===== src/rtl/usb_rx_pkt_ctrl.sv =====
// Packet sequencer: pops receiver FIFO bytes, classifies by PID, decodes tokens and streams DATA payload minus CRC16.
// Completion/abort pulses land one cycle after resolution; payload pops stall while the out register is held by !out_ready.
module usb_rx_pkt_ctrl #(
  parameter int MAX_DATA = 64,
  parameter int LEN_W    = 7
) (
  input  logic             clk,
  input  logic             rst,
  input  logic [7:0]       rx_data,
  input  logic             rx_empty,
  input  logic             rcving,
  input  logic             rx_error,
  output logic             r_enable,
  output logic [7:0]       out_data,
  output logic             out_valid,
  input  logic             out_ready,
  output logic             pkt_done,
  output logic             pkt_err,
  output logic [3:0]       pkt_pid,
  output logic [LEN_W-1:0] pkt_len,
  output logic [6:0]       tok_addr,
  output logic [3:0]       tok_endp,
  output logic             busy
);

  typedef enum logic [3:0] {
    S_IDLE, S_PID, S_TOK1, S_TOK2, S_HS, S_WEND, S_DATA, S_DONE, S_ERR
  } state_t;

  state_t     state, state_nxt;
  logic [7:0] pid_q;
  logic [7:0] h0, h1;
  logic [1:0] hold_cnt;
  logic       pop;
  logic       end_cond;
  logic       pid_ok;
  logic       abort;
  logic       data_pop;
  logic       len_ovf;
  logic       shift_out;

  assign end_cond = !rcving && rx_empty;
  assign pid_ok   = (pid_q[7:4] == ~pid_q[3:0]);
  assign abort    = rx_error && (state != S_IDLE) && (state != S_ERR);
  // A pop with both slots full displaces the oldest byte into the out register.
  assign data_pop = !rx_empty && ((hold_cnt != 2'd2) || !out_valid || out_ready);
  assign len_ovf  = (hold_cnt == 2'd2) && (pkt_len == LEN_W'(MAX_DATA));
  assign shift_out = (state == S_DATA) && pop && (hold_cnt == 2'd2) && !len_ovf;

  always_ff @(posedge clk or posedge rst) begin
    if (rst) state <= S_IDLE;
    else     state <= state_nxt;
  end

  always_comb begin
    state_nxt = state;
    unique case (state)
      S_IDLE: if (!rx_empty) state_nxt = S_PID;
      S_PID: begin
        if (!pid_ok) begin
          state_nxt = S_ERR;
        end else begin
          unique case (pid_q[3:0])
            4'b0001, 4'b1001, 4'b1101: state_nxt = S_TOK1;
            4'b0011, 4'b1011:          state_nxt = S_DATA;
            4'b0010, 4'b1010, 4'b1110: state_nxt = S_HS;
            default:                   state_nxt = S_ERR;
          endcase
        end
      end
      S_TOK1: begin
        if (!rx_empty)     state_nxt = S_TOK2;
        else if (end_cond) state_nxt = S_ERR;
      end
      S_TOK2: begin
        if (!rx_empty)     state_nxt = S_WEND;
        else if (end_cond) state_nxt = S_ERR;
      end
      S_HS, S_WEND: begin
        if (!rx_empty)     state_nxt = S_ERR;
        else if (end_cond) state_nxt = S_DONE;
      end
      S_DATA: begin
        if (data_pop && len_ovf) state_nxt = S_ERR;
        else if (end_cond)       state_nxt = (hold_cnt == 2'd2) ? S_DONE : S_ERR;
      end
      S_DONE: if (!out_valid) state_nxt = S_IDLE;
      S_ERR:  if (end_cond)   state_nxt = S_IDLE;
      default: state_nxt = S_IDLE;
    endcase
    if (abort) state_nxt = S_ERR;
  end

  always_comb begin
    pop = 1'b0;
    unique case (state)
      S_IDLE, S_TOK1, S_TOK2, S_ERR: pop = !rx_empty;
      S_DATA:                        pop = data_pop;
      default:                       pop = 1'b0;
    endcase
    if (abort) pop = 1'b0;
  end

  assign r_enable = pop && !rst;
  assign busy     = (state != S_IDLE);

  always_ff @(posedge clk or posedge rst) begin
    if (rst) begin
      pkt_done  <= 1'b0;
      pkt_err   <= 1'b0;
      pkt_pid   <= '0;
      pkt_len   <= '0;
      tok_addr  <= '0;
      tok_endp  <= '0;
      out_data  <= '0;
      out_valid <= 1'b0;
      pid_q     <= '0;
      h0        <= '0;
      h1        <= '0;
      hold_cnt  <= '0;
    end else begin
      pkt_done <= (state == S_DONE) && (state_nxt == S_IDLE);
      pkt_err  <= (state == S_ERR) && (state_nxt == S_IDLE);

      if ((state == S_IDLE) && pop) begin
        pid_q    <= rx_data;
        pkt_pid  <= rx_data[3:0];
        pkt_len  <= '0;
        hold_cnt <= '0;
      end

      if ((state == S_TOK1) && pop) begin
        tok_addr    <= rx_data[6:0];
        tok_endp[0] <= rx_data[7];
      end
      if ((state == S_TOK2) && pop) tok_endp[3:1] <= rx_data[2:0];

      if ((state == S_DATA) && pop) begin
        h0 <= rx_data;
        h1 <= h0;
        if (hold_cnt != 2'd2) hold_cnt <= hold_cnt + 2'd1;
      end

      if (out_valid && out_ready) out_valid <= 1'b0;
      if (shift_out) begin
        out_data  <= h1;
        out_valid <= 1'b1;
        pkt_len   <= pkt_len + LEN_W'(1);
      end
      // Any abort drops the pending byte.
      if (state_nxt == S_ERR) out_valid <= 1'b0;
    end
  end

endmodule


===== config.mk =====
export PLATFORM = sky130hd
export DESIGN_NAME = usb_rx_pkt_ctrl
export DESIGN_NICKNAME = d
export VERILOG_FILES = /design/src/rtl/usb_rx_pkt_ctrl.sv
export SDC_FILE = /design/constraint.sdc
export NUM_CORES = 1
export LEC_CHECK = 0
export CAP_MARGIN = 10
export CORE_MARGIN = 2
export CORE_UTILIZATION = 25
export DETAILED_ROUTE_END_ITERATION = 6
export HOLD_SLACK_MARGIN = 0.06
export SYNTH_ARGS = -nofsm -noshare
export SYNTH_HDL_FRONTEND = slang
export SYNTH_SLANG_ARGS = --single-unit

===== constraint.sdc =====
create_clock -name clk -period 2.58 [get_ports clk]
set_clock_uncertainty 0.15 [all_clocks]
set_input_delay 0.645 -clock clk [delete_from_list [all_inputs] [get_ports clk]]
set_output_delay 0.645 -clock clk [all_outputs]
set_load 0.01 [all_outputs]

-- Yosys cells after proc, flatten, opt, wreduce, memory -nomap -nowiden
Memories as Yosys holds them, arrays and structs flattened.
Cells that the tools add are included.
- flip-flop bits (word level): 63
- bits of input ports: 14
- memories kept: 1
- logic and storage cells: 86
- memory bits (read-only): 48
- output and inout bits: 35
- memory list (memory ; words ; width ; rd ports ; clocked after memory_dff ; write ports ; line ; RTL):
    (no name shown) ; 16 ; 3 ; 1 ; 0 ; 0 ; 63 ; unique case (pid_q[3:0])
- equality and inequality tests: 14
- $add $sub $neg: 2
- bitwise logic cells: 1
- reduce and logical (&&, ||, !) cells: 30
- mux-type cells: 24
- operator list (cell ; count):
    $mux 4 ; 13
    $pmux 4 s8 ; 1
    $eq 4x3->1 const B ; 4
    $logic_and 1x1->1 ; 16
    $mux 7 ; 2
    $eq 4x2->1 const B ; 2
    $eq 4x4->1 const B ; 2
    $logic_not 4->1 ; 2
    $add 7x1->7 const B ; 1
    $eq 7x7->1 const B ; 1
    $mux 2 ; 3
    $logic_not 1->1 ; 5
    $eq 4x1->1 const B ; 1
    $eq 4x4->1 ; 1
    $mux 1 ; 4
    $ne 4x4->1 const B ; 1
    $not 4->4 ; 1
    $reduce_bool 4->1 ; 1
    $reduce_or 4->1 ; 1
    $reduce_bool 3->1 ; 1
    $add 2x1->2 const B ; 1
    $eq 2x2->1 const B ; 1
    $logic_or 1x1->1 ; 2
    $ne 2x2->1 const B ; 1
    other kinds (3) ; 3

-- Depth between registers and ports, before layout
- depth after elaboration: 11
- mapped depth: 9
- depth with buffers taken out: 7

-- Worst setup path before layout
No wires, ideal clock.
- path type: register to register
- start: reg state[1]
- end: reg out_data[0]
- cell stages (with the launch flop): 8
- setup slack: 0.211 ns
- period minus slack after synthesis: 2.369 ns
- path buffers: 3
- data required time: 2.305 ns
- setup time: 0.125 ns
- data arrival time: 2.094 ns
- cells stage by stage: dfrtp_1 -> buf_6 -> or3_4 -> a2111o_1 -> or2_1 -> buf_2 -> buf_6 -> mux2_4
- word-level cells in the longest chain between the ends: 7
- elaborated cells between the ends (all ways): 15
- those cells by class: 5 x eq/ne; 2 x mux; 8 x reduce/logical
- ends and longest elaborated chain (item ; line ; RTL):
    from (decl) ; 30 ; state_t state, state_nxt;
    from (signal assigned) ; 52 ; else state <= state_nxt;
    $eq 4x4->1 (tied with other cells) ; 96 ; unique case (state)
    $reduce_or 4->1 or $logic_and 1x1->1 (tied branches) ; 96, 44 ;
    $pmux 1 s2 or $logic_and 1x1->1 (tied branches) ; 96, 44 ;
    $mux 1 ; 101 ; if (abort) pop = 1'b0;
    $logic_and 1x1->1 (*) (3 in series) ; 48 ; assign shift_out = (state == S_DATA) && pop && (hold_cnt == 2'd2) && !len_ovf;
    to (signal assigned) ; 115 ; out_data <= '0;
    to (signal assigned) ; 146 ; out_data <= h1;
    to (decl) ; 14 ; output logic [7:0] out_data,
Every way passes the cells marked *; elsewhere a longest branch is shown, timed or not.
A chain may end at the register's enable or synchronous reset.

-- Final worst setup path
- start: reg state[1]
- end: out busy
- word-level cells in the longest chain between the ends: 1
- ends and longest elaborated chain (item ; line ; RTL):
    $reduce_bool 4->1 ; 105 ; assign busy = (state != S_IDLE);
    to (decl) ; 23 ; output logic busy
No other way between the ends.

==> impl_results.md <==
* Outcome: finished with violations
* Failing checks: DRC
* Hold WC Path Type: reg2reg
* Routability cong. at around 0.77
* Register area share after synthesis at about half
* Area share of the largest cell type after synthesis at between 40 and 50%
* Clock-pin slew on the worst setup and hold paths at about 0.05 ns
* Syn_area_per_cell at approximately 11 um2
* Most common cell in the synthesized netlist: dfrtp_1
* Clock buffer depth at 2
* Tightest Pin Transition at ~0.47 ns
* FF-to-FF path depth at 7
* Pin count of the biggest net entering global routing at 27
* Synth cell count leaders: dfrtp_1 (59), nand2_1 (54), mux2_1 (13)
* Die area at about 0.013 mm2
* Fill count at ~1200
* IO buf count at 48
* Critical path required time at ~1.8 ns
* Critical path launch point type: flop
* Post-route setup TNS at 0 ns
* Initial Util at between 20% and 30%
* Synth top area cells: dfrtp_1 (50%), nand2_1 (6.8%), mux2_1 (4.9%)
* Highest clock rate at 0.403 GHz
* Syn nets at between 200 and 300
* DP HPWL at around 5100 um
* Synth warnings at 0
* Distinct cells, synth at 57
* Drt initial violations at around 130
* Total track usage at about an eighth
* Area delta synth->final at 37.1%
* Mean routed wirelength per cell at 14.0 um
* Post-synth top flop: dfrtp_1
* Antenna violations before repair at 0
* CTS tree: done
* Period utilization at between 90% and 100%
* Total via count in the routed design at 2311
* Crit. End Element: output port
* Final WL at about 7000 um
* GRT overflow at 0
* RSZ-0062 raised after global routing: false
* PnR Total Power at 3.22 mW
* Die Ht at 113 um
* CTS sink cnt at between 50 and 60
* Final setup violation count at 0
* Leakage at roughly 1.9 nW
* Nets at 370
* Vias in the first global route at roughly 2400
* Yosys reg bits at 59
* Post-synth top area cell: dfrtp_1
* First-pass GRT wire length at approximately 12000 um
* Cts hold-fix bufs at 0
* Clk Latency, worst-skew pair at 0.32 ns
* Normalized max-slew margin at just under 70%
* Worst-path fanout max at 19
* Root Buffer: clkbuf_16
* Crit path DAT at between 1.5 and 2 ns
* Power Density at between 700 and 800 mW/mm2
* Cell count after synthesis at 279
* Total core area at 0.0115 mm2
* Post-layout min period at between 2 and 2.5 ns
* Mapped Area at between 0.002 and 0.003 mm2
* Cts bufs inserted at 9
* EDFF count, synth at 0
* Ant diodes at 0
* Via density at 4.63
* Rows at 39
* Hold Crit Depth at 2
* H-Tree Depth at 3
* Ports at between 40 and 50
* Die X at 113 um
* DRT Pass-1 Iters at 6
* Total of max-cap violations at 0
* Hold Vio Cnt, Final at 0
* Final slew viol count at 0
* Setup Crit Path Kind: reg2out
* Post-route DRC at 2
* Maximum vdd drop at between 0.4 and 0.5 mV
* Async set or reset register ratio after synthesis at 100%
* Layout cells sized above 1 at a little under a fifth
* DRT antenna net count at 0
==> kinds of logic (layout without fill, tap and decap cells) <==
group	count (synthesis)	in the layout	share of synthesized area [%]
mux	28	28	11.5
xor+xnor	4	4	1.18
fa+ha+maj	5	5	2.10
buf+inv	26	103	4.59
flops	59	59	49.6
compound gates	45	45	9.93
simple gates	112	112	21.1
==> through the flow <==
step	worst slack, ns	cells	util, %	instance area, um2	hold slack (ns)
2_1_floorplan	0.211	279	-	2970	0.289
3_3_place_gp	-0.591	482	32.8	3780	0.306
3_5_place_dp	-0.595	482	32.8	3780	0.309
4_1_cts	-0.132	498	35.3	4060	0.322
5_1_grt	0.00123	499	35.4	4080	0.348
6_report	0.0993	499	35.4	4080	0.317
==> critical path, cell delays in order, from the launching register on <==
cell	delay, ns
dfrtp_1	0.37
buf_4	0.20
or4_1	0.55
clkdlybuf4s15_1	0.25
==> state kept, by name, summed over array words and instances, names as in the netlist <==
signal and flops:
pkt_pid 3, tok_addr 7, pid_q 5, tok_endp 4, state 4, out_valid 1, out_data 8, h1 8
pkt_err 1, h0 8, pkt_done 1, hold_cnt 2, pkt_len 7
==> power by group <==
| part | switching [mW] | internal (mW) | leakage (nW) |
|---|---|---|---|
| Clock | 0.392 | 0.743 | 0.143 |
| Sequential | 0.123 | 1.06 | 0.781 |
| Combinational | 0.424 | 0.474 | 0.990 |
| Total | 0.940 | 2.28 | 1.91 |
==> layout by cell type, fill, tap and decap left out, types with 5 or more instances in the layout <==
| cell | n |
|---|---|
| dfrtp_1 | 59 |
| nand2_1 | 54 |
| clkdlybuf4s50_1 | 45 |
| buf_4 | 29 |
| mux2_1 | 13 |
| o21ai_1 | 11 |
| clkbuf_16 | 9 |
| o21ai_0 | 8 |
| mux2_4 | 8 |
| inv_1 | 7 |
| and3_1 | 6 |
| a21o_1 | 6 |
| nor2_1 | 6 |
| nand2b_1 | 6 |
| ha_1 | 5 |
==> final timing paths <==
path                                  from  endpoint  slack, ns
worst max-delay path              state[1]      busy        0.1
worst min-delay path                 h0[7]     h1[7]       0.32
worst max register to register  pkt_pid[0]  pkt_done       0.12
worst min register to register       h0[7]     h1[7]       0.32
max in group asynchronous              rst     h0[3]       1.14
min in group asynchronous              rst  pkt_done       0.65
==> routing by layer <==
layer  GRT usage (%)  vias up  share of wire [%]  routed length [um]
li1                -     1123                  -                   -
met3            3.43        2                5.6                 393
met5               0        -                  0                   0
met4            2.93        0               0.43                  30
met1            16.2     1123                 47                3270
met2            17.9       63                 47                3280
==> final cells by class <==
type	instances	area (um2)	share of cell area (%)
Timing Repair Buffer	79	736	18.0
Clock buffer	11	233	5.71
Clock inverter	5	53.8	1.32
Inverter	8	30.0	0.737
Multi-Input combinational cell	194	1370	33.6
Sequential cell	59	1480	36.2
Tap cell	143	179	4.39
==> what timing repair did <==
action,4_1_cts,5_1_grt
pin swaps,2,3
buffers inserted,0,1
hold endpoints to repair,0,0
resized for setup,7,3
setup endpoints to repair,10,14
No activity file was read; power rests on OpenSTA's default activity.
